===== src/rtl/xbar_slv_sram_bridge_pkg.sv =====
// ============================================================================
//  Module      : xbar_pkg
//  Description : Shared commands, FSM encodings and helpers for the
//                crossbar-slave to SRAM bridge.
//  Revision    : 1.0 - initial release
// ============================================================================
`default_nettype none

package xbar_pkg;

    localparam logic CMD_RD = 1'b0;
    localparam logic CMD_WR = 1'b1;

    localparam int          ST_W       = 3;
    localparam logic [2:0]  ST_IDLE    = 3'd0;
    localparam logic [2:0]  ST_ISSUE   = 3'd1;
    localparam logic [2:0]  ST_WAIT    = 3'd2;
    localparam logic [2:0]  ST_ACK     = 3'd3;
    localparam logic [2:0]  ST_ERR     = 3'd4;
    localparam logic [2:0]  ST_RECOVER = 3'd5;

    localparam logic [31:0] ERR_DATA_DEF = 32'hDEAD_BEEF;

    function automatic int clog2(input int value);
        int res;
        int v;
        res = 0;
        v   = value - 1;
        while (v > 0) begin
            res = res + 1;
            v   = v >> 1;
        end
        return res;
    endfunction

endpackage

`default_nettype wire


===== src/rtl/xbar_slv_sram_bridge_if.sv =====
// ============================================================================
//  Module      : xbar_slv_sram_bridge_if
//  Description : Crossbar slave port plus SRAM port seen by the bridge.
//  Revision    : 1.0 - initial release
// ============================================================================
`default_nettype none

interface xbar_slv_sram_bridge_if #(
    parameter int CMD_W = 1,
    parameter int AW    = 12,
    parameter int DW    = 32,
    parameter int SW    = 4,
    parameter int MAW   = 10
);

    logic             iSlvReq;
    logic [CMD_W-1:0] iSlvCmd;
    logic [AW-1:0]    iSlvAddr;
    logic [SW-1:0]    iSlvSel;
    logic [DW-1:0]    iSlvWData;
    logic             oSlvAck;
    logic [DW-1:0]    oSlvRData;
    logic             oMemCe;
    logic             oMemWe;
    logic [MAW-1:0]   oMemAddr;
    logic [SW-1:0]    oMemBe;
    logic [DW-1:0]    oMemWData;
    logic [DW-1:0]    iMemRData;
    logic [7:0]       oErrCnt;

    // The bridge side
    modport slave (
        input  iSlvReq, iSlvCmd, iSlvAddr, iSlvSel, iSlvWData, iMemRData,
        output oSlvAck, oSlvRData, oMemCe, oMemWe, oMemAddr, oMemBe,
               oMemWData, oErrCnt
    );

    // The requester / SRAM environment side
    modport master (
        output iSlvReq, iSlvCmd, iSlvAddr, iSlvSel, iSlvWData, iMemRData,
        input  oSlvAck, oSlvRData, oMemCe, oMemWe, oMemAddr, oMemBe,
               oMemWData, oErrCnt
    );

endinterface

`default_nettype wire


===== src/rtl/xbar_slv_sram_bridge.sv =====
// ============================================================================
//  Module      : xbar_slv_sram_bridge
//  Description : Turns one crossbar slave request into one SRAM access and
//                returns a single-cycle Ack; out-of-range requests error out.
//  Revision    : 1.0 - initial release
// ============================================================================
`default_nettype none

module xbar_slv_sram_bridge
    import xbar_pkg::*;
#(
    parameter int              CMD_W      = 1,
    parameter int              AW         = 12,
    parameter int              DW         = 32,
    parameter int              SW         = 4,
    parameter int              MAW        = AW - clog2(SW),
    parameter int              RD_LAT     = 2,
    parameter int              WS         = 1,
    parameter logic [AW-1:0]   ADDR_LIMIT = 12'h400,
    parameter logic [DW-1:0]   ERR_DATA   = DW'(ERR_DATA_DEF)
) (
    input  wire logic             iClk,
    input  wire logic             iRst_n,
    xbar_slv_sram_bridge_if.slave bus
);

    localparam int CNT_W    = 3;
    localparam int ADDR_LSB = clog2(SW);

    typedef enum logic [ST_W-1:0] {
        IDLE    = ST_IDLE,
        ISSUE   = ST_ISSUE,
        WAIT    = ST_WAIT,
        ACK     = ST_ACK,
        ERR     = ST_ERR,
        RECOVER = ST_RECOVER
    } state_t;

    state_t          r_state;
    logic [CNT_W-1:0] r_cnt;
    logic            r_hold_wr;
    logic            r_ack;
    logic [DW-1:0]   r_rdata;
    logic            r_mem_ce;
    logic            r_mem_we;
    logic [MAW-1:0]  r_mem_addr;
    logic [SW-1:0]   r_mem_be;
    logic [DW-1:0]   r_mem_wdata;
    logic [7:0]      r_err_cnt;

    logic            w_in_range;
    logic            w_req_wr;
    logic [CNT_W-1:0] w_load;

    assign w_in_range = (bus.iSlvAddr < ADDR_LIMIT);
    assign w_req_wr   = (bus.iSlvCmd[0] == CMD_WR);
    assign w_load     = r_hold_wr ? CNT_W'(WS) : CNT_W'(RD_LAT);

    always_ff @(posedge iClk or negedge iRst_n) begin
        if (!iRst_n) begin
            r_state     <= IDLE;
            r_cnt       <= '0;
            r_hold_wr   <= 1'b0;
            r_ack       <= 1'b0;
            r_rdata     <= '0;
            r_mem_ce    <= 1'b0;
            r_mem_we    <= 1'b0;
            r_mem_addr  <= '0;
            r_mem_be    <= '0;
            r_mem_wdata <= '0;
            r_err_cnt   <= '0;
        end else begin
            // SRAM strobes and Ack are single-cycle; only the transitions
            // below raise them for the following cycle.
            r_ack       <= 1'b0;
            r_mem_ce    <= 1'b0;
            r_mem_we    <= 1'b0;
            r_mem_addr  <= '0;
            r_mem_be    <= '0;
            r_mem_wdata <= '0;

            case (r_state)
                IDLE: begin
                    if (bus.iSlvReq) begin
                        r_hold_wr <= w_req_wr;
                        if (w_in_range) begin
                            r_state     <= ISSUE;
                            r_mem_ce    <= 1'b1;
                            r_mem_we    <= w_req_wr;
                            r_mem_addr  <= MAW'(bus.iSlvAddr >> ADDR_LSB);
                            r_mem_be    <= bus.iSlvSel;
                            r_mem_wdata <= bus.iSlvWData;
                        end else begin
                            r_state <= ERR;
                            r_ack   <= 1'b1;
                            if (!w_req_wr) begin
                                r_rdata <= ERR_DATA;
                            end
                            if (r_err_cnt != 8'hFF) begin
                                r_err_cnt <= r_err_cnt + 8'd1;
                            end
                        end
                    end
                end

                ISSUE: begin
                    r_cnt <= w_load;
                    if (w_load != '0) begin
                        r_state <= WAIT;
                    end else begin
                        r_state <= ACK;
                        r_ack   <= 1'b1;
                        if (!r_hold_wr) begin
                            r_rdata <= bus.iMemRData;
                        end
                    end
                end

                WAIT: begin
                    r_cnt <= r_cnt - CNT_W'(1);
                    // Leaving WAIT coincides with the cycle the SRAM data is valid.
                    if (r_cnt == CNT_W'(1)) begin
                        r_state <= ACK;
                        r_ack   <= 1'b1;
                        if (!r_hold_wr) begin
                            r_rdata <= bus.iMemRData;
                        end
                    end
                end

                ACK:     r_state <= RECOVER;
                ERR:     r_state <= RECOVER;
                RECOVER: r_state <= IDLE;
                default: r_state <= IDLE;
            endcase
        end
    end

    assign bus.oSlvAck   = r_ack;
    assign bus.oSlvRData = r_rdata;
    assign bus.oMemCe    = r_mem_ce;
    assign bus.oMemWe    = r_mem_we;
    assign bus.oMemAddr  = r_mem_addr;
    assign bus.oMemBe    = r_mem_be;
    assign bus.oMemWData = r_mem_wdata;
    assign bus.oErrCnt   = r_err_cnt;

endmodule

`default_nettype wire


===== src/flat_wrapper.sv =====
// flat-port wrapper written by rule: the top's interface ports become plain ports
module xbar_slv_sram_bridge_flat import xbar_pkg::*;
#(
    parameter int              CMD_W      = 1,
    parameter int              AW         = 12,
    parameter int              DW         = 32,
    parameter int              SW         = 4,
    parameter int              MAW        = AW - clog2(SW),
    parameter int              RD_LAT     = 2,
    parameter int              WS         = 1,
    parameter logic [AW-1:0]   ADDR_LIMIT = 12'h400,
    parameter logic [DW-1:0]   ERR_DATA   = DW'(ERR_DATA_DEF)
)
  (iClk, iRst_n, bus_iSlvReq, bus_iSlvCmd, bus_iSlvAddr, bus_iSlvSel, bus_iSlvWData, bus_iMemRData, bus_oSlvAck, bus_oSlvRData, bus_oMemCe, bus_oMemWe, bus_oMemAddr, bus_oMemBe, bus_oMemWData, bus_oErrCnt);
  xbar_slv_sram_bridge_if #(.CMD_W(CMD_W), .AW(AW), .DW(DW), .SW(SW), .MAW(MAW)) bus_i ();
  input  wire logic iClk;
  input  wire logic iRst_n;
  input wire logic [$bits(bus_i.iSlvReq)-1:0] bus_iSlvReq;
  input wire logic [$bits(bus_i.iSlvCmd)-1:0] bus_iSlvCmd;
  input wire logic [$bits(bus_i.iSlvAddr)-1:0] bus_iSlvAddr;
  input wire logic [$bits(bus_i.iSlvSel)-1:0] bus_iSlvSel;
  input wire logic [$bits(bus_i.iSlvWData)-1:0] bus_iSlvWData;
  input wire logic [$bits(bus_i.iMemRData)-1:0] bus_iMemRData;
  output wire logic [$bits(bus_i.oSlvAck)-1:0] bus_oSlvAck;
  output wire logic [$bits(bus_i.oSlvRData)-1:0] bus_oSlvRData;
  output wire logic [$bits(bus_i.oMemCe)-1:0] bus_oMemCe;
  output wire logic [$bits(bus_i.oMemWe)-1:0] bus_oMemWe;
  output wire logic [$bits(bus_i.oMemAddr)-1:0] bus_oMemAddr;
  output wire logic [$bits(bus_i.oMemBe)-1:0] bus_oMemBe;
  output wire logic [$bits(bus_i.oMemWData)-1:0] bus_oMemWData;
  output wire logic [$bits(bus_i.oErrCnt)-1:0] bus_oErrCnt;
  assign bus_i.iSlvReq = bus_iSlvReq;
  assign bus_i.iSlvCmd = bus_iSlvCmd;
  assign bus_i.iSlvAddr = bus_iSlvAddr;
  assign bus_i.iSlvSel = bus_iSlvSel;
  assign bus_i.iSlvWData = bus_iSlvWData;
  assign bus_i.iMemRData = bus_iMemRData;
  assign bus_oSlvAck = bus_i.oSlvAck;
  assign bus_oSlvRData = bus_i.oSlvRData;
  assign bus_oMemCe = bus_i.oMemCe;
  assign bus_oMemWe = bus_i.oMemWe;
  assign bus_oMemAddr = bus_i.oMemAddr;
  assign bus_oMemBe = bus_i.oMemBe;
  assign bus_oMemWData = bus_i.oMemWData;
  assign bus_oErrCnt = bus_i.oErrCnt;
  xbar_slv_sram_bridge #(.CMD_W(CMD_W), .AW(AW), .DW(DW), .SW(SW), .MAW(MAW), .RD_LAT(RD_LAT), .WS(WS), .ADDR_LIMIT(ADDR_LIMIT), .ERR_DATA(ERR_DATA)) u_core (.iClk(iClk), .iRst_n(iRst_n), .bus(bus_i));
endmodule

===== config.mk =====
export PLATFORM = sky130hd
export DESIGN_NAME = xbar_slv_sram_bridge_flat
export DESIGN_NICKNAME = d
export VERILOG_FILES = /design/src/rtl/xbar_slv_sram_bridge_pkg.sv /design/src/rtl/xbar_slv_sram_bridge_if.sv /design/src/rtl/xbar_slv_sram_bridge.sv /design/src/flat_wrapper.sv
export SDC_FILE = /design/constraint.sdc
export NUM_CORES = 1
export LEC_CHECK = 0
export BUFFER_PORTS_ARGS = -buffer_cell sky130_fd_sc_hd__buf_2
export CORE_MARGIN = 2
export CORE_UTILIZATION = 49
export DETAILED_ROUTE_END_ITERATION = 10
export HOLD_SLACK_MARGIN = 0.12
export PLACE_DENSITY = 0.84
export SYNTH_ARGS = -nofsm -noshare
export SYNTH_HDL_FRONTEND = slang
export SYNTH_SLANG_ARGS = --single-unit

===== constraint.sdc =====
create_clock -name iClk -period 4 [get_ports iClk]
set_clock_uncertainty 0.05 [all_clocks]
set_input_delay 1.2 -clock iClk [delete_from_list [all_inputs] [get_ports iClk]]
set_output_delay 1.2 -clock iClk [all_outputs]
set_load 0.005 [all_outputs]

# Word level (Yosys, flattened, before mapping)

Cells that the tools add are included.

Flip-flop bits (word level): 96
Latch bits: 0
Memory bits (writable): 0
Bits in read-only memories: 0
Input port bits: 84
Output and inout bits: 89
Memories: 0

Add/subtract/negate cells: 2
Multiply operators: 0
Divide/modulo/power cells: 0
Order comparisons: 1
Equality and inequality tests: 11
Shift operators: 0
Multiplexer cells: 34
Bitwise operators: 1
Reduce and logical (&&, ||, !) cells: 9

Operators with widths:

| kind                                                                            | count |
|---|---|
| 32-bit 2-to-1 mux                                                               | 9 |
| 32-bit case mux with 3 select lines                                             | 1 |
| 10-bit 2-to-1 mux                                                               | 3 |
| 12-bit by 11-bit less-than comparator with 1-bit output (second input constant) | 1 |
| 4-bit 2-to-1 mux                                                                | 3 |
| 3-bit case mux with 4 select lines                                              | 1 |
| 1-bit 2-to-1 mux                                                                | 11 |
| 3-bit 2-to-1 mux                                                                | 3 |
| 8-bit by 1-bit adder with 8-bit output (second input constant)                  | 1 |
| 2-bit != test (second input constant)                                           | 4 |
| 8-bit != test (second input constant)                                           | 1 |
| 3-bit by 1-bit equality test with 1-bit output (second input constant)          | 2 |
| 3-bit by 2-bit equality test with 1-bit output (second input constant)          | 2 |
| 3-bit case mux with 2 select lines                                              | 1 |
| 6-bit AND reduction                                                             | 1 |
| 3-bit nonzero test                                                              | 2 |
| 2-bit AND reduction                                                             | 2 |
| 4-bit AND reduction                                                             | 1 |
| 3-bit equality test (second input constant)                                     | 1 |
| 3-bit zero test                                                                 | 1 |
| 1-bit case mux with 3 select lines                                              | 1 |
| 3-bit by 1-bit subtractor with 3-bit output (second input constant)             | 1 |
| 2-bit 2-to-1 mux                                                                | 1 |
| 2-bit by 1-bit != test with 1-bit output (second input constant)                | 1 |
| 3 further kinds                                                                 | 3 |

# Depth between registers and ports, before layout

Depth after elaboration: 4
Depth in mapped cells: 7

# Worst setup path after synthesis

Ideal clock, no wire load.

Path type: input-to-reg
Start: input bus_iSlvReq
End: register u_core.r_err_cnt[7] (netlist: u_core.bus.oErrCnt[7])
Arrival time: 2.200 ns
Data required time: 3.822 ns
Setup slack: 1.622 ns
Stages on the path: 4
Buffers on the path: 0
Cell sequence: nor4b_4 nand2_4 nor4_4 mux2_1

Longest elaborated chain between the ends: 1

RTL lines:

| what                          | RTL line                    | text |
|---|---|---|
| start: declaration            | flat_wrapper.sv:18          | `input wire logic [$bits(bus_i.iSlvReq)-1:0] bus_iSlvReq;` |
| 4-bit AND reduction (no line) | --                          |  |
| end signal: assignment        | xbar_slv_sram_bridge.sv:100 | `r_err_cnt <= r_err_cnt + 8'd1;` |
| end: declaration              | xbar_slv_sram_bridge.sv:49  | `logic [7:0] r_err_cnt;` |

Every way passes these cells.
A chain may end at the register's enable or synchronous reset.

# Final worst setup path

Start: input bus_iSlvReq
End: register u_core.r_rdata[7] (netlist: u_core.bus.oSlvRData[7])

Longest elaborated chain between the ends: 2

RTL lines:

| what                          | RTL line                    | text |
|---|---|---|
| 2-bit != test (no line)       | --                          |  |
| 6-bit AND reduction (no line) | --                          |  |
| end signal: assignment        | xbar_slv_sram_bridge.sv:114 | `r_rdata <= bus.iMemRData;` |
| end signal: assignment        | xbar_slv_sram_bridge.sv:126 | `r_rdata <= bus.iMemRData;` |
| end: declaration              | xbar_slv_sram_bridge.sv:43  | `logic [DW-1:0] r_rdata;` |

Every way passes these cells.

==> tab_implementation.tex <==
\begin{tabular}{lr}
\hline
Metric & Value \\
\hline
\multicolumn{2}{l}{\textbf{Floorplanning}} \\
\quad Die X & 89.4 um \\
\quad Number of rows in the core area & 31 \\
\quad Area of the core & 7140 um2 \\
\quad Number of top-level design ports & 173 \\
\quad Effective utilization at floorplan & 50.1\% \\
\quad Chip Height & 89.4 um \\
\quad Total die area & 7990 um2 \\
\multicolumn{2}{l}{\textbf{Clocking}} \\
\quad Buffer count from post-CTS setup fixing & 0 \\
\quad Max Buffers Root-to-Sink & 2 \\
\quad Insertion delay to the later sink of the worst-skew pair & 340 ps \\
\quad Clock tree from TritonCTS & done \\
\quad Clock sinks & 96 \\
\quad Clock transition at path regs & 90 ps \\
\quad Clock Tree Root & sky130\_fd\_sc\_hd\_\_clkbuf\_8 \\
\quad Maximum level of the CTS H-tree & 3 \\
\quad Total of hold buffers inserted after clock tree synthesis & 0 \\
\quad Number of clock buffers inserted by TritonCTS & 9 \\
\quad Number of cells upsized or downsized after cts & 0 \\
\multicolumn{2}{l}{\textbf{Yosys}} \\
\quad Gate count of the mapped netlist & 265 \\
\quad Sequential share of the synthesized area & 67.3\% \\
\quad Synthesized area divided by synthesized cell count & 13.5 um2 \\
\quad Area of the mapped netlist & 3570 um2 \\
\quad Post-synthesis cell type count & 41 \\
\quad Post-synthesis cell type with the largest combined area & sky130\_fd\_sc\_hd\_\_dfrtp\_1 \\
\quad Number of warning messages in the yosys log & 0 \\
\quad Main area contributors after synthesis & sky130\_fd\_sc\_hd\_\_dfrtp\_1 (67\%), sky130\_fd\_sc\_hd\_\_and3\_1 (7.9\%), sky130\_fd\_sc\_hd\_\_o22a\_1 (5.9\%) \\
\quad Area share of the largest cell type after synthesis & 67.3\% \\
\quad Flop and latch count out of synthesis & 96 \\
\multicolumn{2}{l}{\textbf{Final layout}} \\
\quad Final Net Count & 520 \\
\quad Area taken by multi-input logic gates & 1040 um2 \\
\quad Combined flip-flop and latch cell area & 2400 um2 \\
\quad Count of inserted antenna diode cells & 0 \\
\quad Most frequent standard cell in the layout excluding fill and tap cells & sky130\_fd\_sc\_hd\_\_buf\_2 \\
\quad Layout fillers & 602 \\
\quad Area Overhead vs Synth & 30.4\% \\
\quad Commonest cells after routing, fill and taps aside & sky130\_fd\_sc\_hd\_\_buf\_2 (169), sky130\_fd\_sc\_hd\_\_dfrtp\_1 (96), sky130\_fd\_sc\_hd\_\_and3\_1 (45), sky130\_fd\_sc\_hd\_\_o22a\_1 (24), sky130\_fd\_sc\_hd\_\_clkbuf\_8 (10) \\
\quad Design Area, Final & 4660 um2 \\
\quad Fraction of layout instances using a drive strength above 1 & 45.7\% \\
\multicolumn{2}{l}{\textbf{Critical path}} \\
\quad Reg-to-reg critical path startpoint & u\_core.r\_state[1] \\
\quad Crit Path Max Fanout & 24 \\
\quad Register-to-Register Path Depth & 4 \\
\quad Reg2Reg Capture Point & u\_core.bus.oSlvRData[7] \\
\quad Stages on worst setup path & 4 \\
\quad Critical path launch point & bus\_iSlvReq \\
\quad Required @ worst endpoint & 4180 ps \\
\quad Kind of capture point of the worst setup path & flop \\
\quad Cells traversed along the worst timing path & buf\_2, o2bb2ai\_2, nand4\_1, o22a\_1 \\
\quad Crit path max-delay cell type & sky130\_fd\_sc\_hd\_\_nand4\_1 \\
\quad Setup crit start kind & input pin \\
\quad Worst setup path category & input pin to flop \\
\quad Biggest cell delay along the critical path & 820 ps \\
\quad Crit path arrival time & 2840 ps \\
\quad R2r setup slk & 1440 ps \\
\quad Kind of cell adding the most delay to the critical path & simple AND/OR/NAND/NOR gates \\
\quad WP buf/inv & 1 \\
\quad Critical path capture point & u\_core.bus.oSlvRData[7] \\
\multicolumn{2}{l}{\textbf{Timing}} \\
\quad Setup TNS & 0 ps \\
\quad Total count of max-transition violations in the final report & 0 \\
\quad Final number of hold-violating endpoints & 0 \\
\quad Worst-case headroom to the max-slew limit & 33.3\% \\
\quad Maximum achievable frequency & 0.376 GHz \\
\quad Setup-violating endpoint count in the final report & 0 \\
\quad Unrepaired setup endpoints after global routing & no \\
\quad Final clock period utilization by the worst path & 66.5\% \\
\quad Actual transition at the worst max-transition pin & 997 ps \\
\quad Fin crit period & 2660 ps \\
\multicolumn{2}{l}{\textbf{Pwr}} \\
\quad Switching Share & 32.5\% \\
\quad Switching component of the power & 855 uW \\
\quad Clock power share & 21.1\% \\
\quad Sequential fraction of design power & 50.8\% \\
\quad Logic gate share of total power & 28.1\% \\
\quad PwrDens & 566 nW/um2 \\
\quad Static leakage power & 0.00259 uW \\
\quad Highest ir drop seen on vdd & 0.252 mV \\
\quad Internal Pwr Total & 1780 uW \\
\multicolumn{2}{l}{\textbf{Route}} \\
\quad Ratio of routed vias to standard cells & 5.14 \\
\quad Starting DRC count in detailed routing & 111 \\
\quad Detailed-route via count & 2759 \\
\quad Routed WL & 7860 um \\
\quad Average wire per cell in the routed design & 14.6 um \\
\quad Remaining design rule violation count & 0 \\
\quad Antenna-violating nets left & 0 \\
\quad Number of optimization iterations in the first detailed-route pass & 4 \\
\multicolumn{2}{l}{\textbf{Global routing}} \\
\quad Number of global-route vias before repair & 2780 \\
\quad Combined global-route utilization of all metal layers & 20.4\% \\
\quad Global-route wire length before repair & 12600 um \\
\quad Initial antenna violation count & 0 \\
\quad Grt total ovfl & 0 \\
\quad Largest net degree at the start of global routing & 51 \\
\multicolumn{2}{l}{\textbf{Hold path}} \\
\quad Hold Crit Class & flop to flop \\
\quad Hold wc startpoint & u\_core.bus.oSlvRData[21] \\
\multicolumn{2}{l}{\textbf{Run status}} \\
\quad Result of the run & finished, final reports clean \\
\multicolumn{2}{l}{\textbf{Job}} \\
\quad Count of maximum capacitance violations & 0 \\
\multicolumn{2}{l}{\textbf{Placed design}} \\
\quad Cell area after placement & 4490 um2 \\
\quad Quantity of I/O buffers inserted on ports & 170 \\
\quad Detail Placement HPWL & 5690 um \\
\quad Placer Congestion & 0.771 \\
\hline
\end{tabular}
-- power groups by stage --
stage | Combinational (uW) | Clock, uW | Sequential (uW)
2_1_floorplan | 457 | 0 | 1330
3_3_place_gp | 709 | 0 | 1340
3_5_place_dp | 740 | 0 | 1360
4_1_cts | 747 | 581 | 1340
6_report | 740 | 557 | 1340
5_1_grt | 844 | 620 | 1370
-- per-layer routing --
metal | GRT usage (%) | share of wire (%) | vias up
met4 | 7.19 | 1.6 | 0
met2 | 35.7 | 49 | 134
met3 | 6.74 | 11 | 12
met1 | 23.6 | 39 | 1322
met5 | 0 | 0 | -
li1 | - | - | 1291
-- cell usage after synthesis --
master                      number
sky130_fd_sc_hd__ha_1            3
sky130_fd_sc_hd__o2bb2ai_2       1
sky130_fd_sc_hd__and4_1          1
sky130_fd_sc_hd__a22oi_1         3
sky130_fd_sc_hd__nor2_1          6
sky130_fd_sc_hd__o31ai_1         1
sky130_fd_sc_hd__o21ai_2         1
sky130_fd_sc_hd__o41ai_1         1
sky130_fd_sc_hd__xor2_1          3
sky130_fd_sc_hd__a211oi_1        2
sky130_fd_sc_hd__nand2_4         1
sky130_fd_sc_hd__and2b_1         1
sky130_fd_sc_hd__inv_1           9
sky130_fd_sc_hd__nor3_1          4
sky130_fd_sc_hd__a22o_1          8
sky130_fd_sc_hd__nor4_4          1
sky130_fd_sc_hd__buf_4           3
sky130_fd_sc_hd__o2111a_2        1
sky130_fd_sc_hd__nor4b_2         1
sky130_fd_sc_hd__and3_1         45
sky130_fd_sc_hd__clkbuf_2        2
sky130_fd_sc_hd__clkbuf_1        9
sky130_fd_sc_hd__mux2i_1         1
sky130_fd_sc_hd__mux2_1          1
sky130_fd_sc_hd__dfrtp_1        96
sky130_fd_sc_hd__o22ai_1         1
sky130_fd_sc_hd__nor4b_4         1
sky130_fd_sc_hd__buf_2           2
sky130_fd_sc_hd__buf_6           2
sky130_fd_sc_hd__nand3_1         4
sky130_fd_sc_hd__nand4_1         1
sky130_fd_sc_hd__nand2_1         6
sky130_fd_sc_hd__nor2b_1         1
sky130_fd_sc_hd__mux2_2          2
sky130_fd_sc_hd__o21ai_0         5
sky130_fd_sc_hd__o22a_1         24
sky130_fd_sc_hd__conb_1          1
sky130_fd_sc_hd__or2_2           1
sky130_fd_sc_hd__and2_1          2
sky130_fd_sc_hd__o2111ai_1       1
sky130_fd_sc_hd__a21oi_1         6
-- through the flow --
step / total power, uW / std cells / hold WS (ps) / setup slack, ps / util, %
5_1_grt: 2830 / 537 / 464 / 1290 / 65.3
6_report: 2640 / 537 / 438 / 1340 / 65.3
2_1_floorplan: 1780 / 266 / 434 / 1620 / -
3_3_place_gp: 2050 / 521 / 415 / 1090 / 62.9
4_1_cts: 2670 / 537 / 441 / 1390 / 65.3
3_5_place_dp: 2100 / 521 / 422 / 1020 / 62.9
-- how the worst min path moves through the flow --
stage	to	slack [ps]	depth (start not counted)
floorplan	u_core.bus.oSlvRData[0]	430	1
global route	u_core.bus.oSlvRData[19]	460	1
CTS	u_core.bus.oSlvRData[26]	440	1
finish	u_core.bus.oSlvRData[21]	440	1
global placement	u_core.bus.oSlvRData[21]	410	1
detailed placement	u_core.bus.oSlvRData[26]	420	1
-- flip-flops by register name (all words and copies together), names as in the netlist --
name                  cells
u_core.bus.oErrCnt        8
u_core.bus.oMemAddr      10
u_core.bus.oMemBe         4
u_core.bus.oMemCe         1
u_core.bus.oMemWData     32
u_core.bus.oMemWe         1
u_core.bus.oSlvAck        1
u_core.bus.oSlvRData     32
u_core.r_cnt              3
u_core.r_hold_wr          1
u_core.r_state            3
-- cells by family after synthesis --
kind of cell / Yosys count / synth area share (%)
multiplexers: 4 / 1.23
AO/OA/AOI/OAI: 55 / 12.3
buffers and inverters: 27 / 3.71
flip-flops: 96 / 67.3
XOR/XNOR: 3 / 0.736
other: 1 / 0.105
adder cells (fa/ha/maj): 3 / 1.05
AND/OR/NAND/NOR: 76 / 13.6
-- final cells by class --
| class | instances | share of cell area [%] |
|---|---|---|
| Inverter | 9 | 0.725 |
| Sequential cell | 96 | 51.6 |
| Clock buffer | 11 | 3.03 |
| Timing Repair Buffer | 174 | 19.0 |
| Clock inverter | 5 | 0.671 |
| Multi-Input combinational cell | 143 | 22.4 |
| Tap cell | 99 | 2.66 |
No activity file was read; power rests on OpenSTA's default activity.
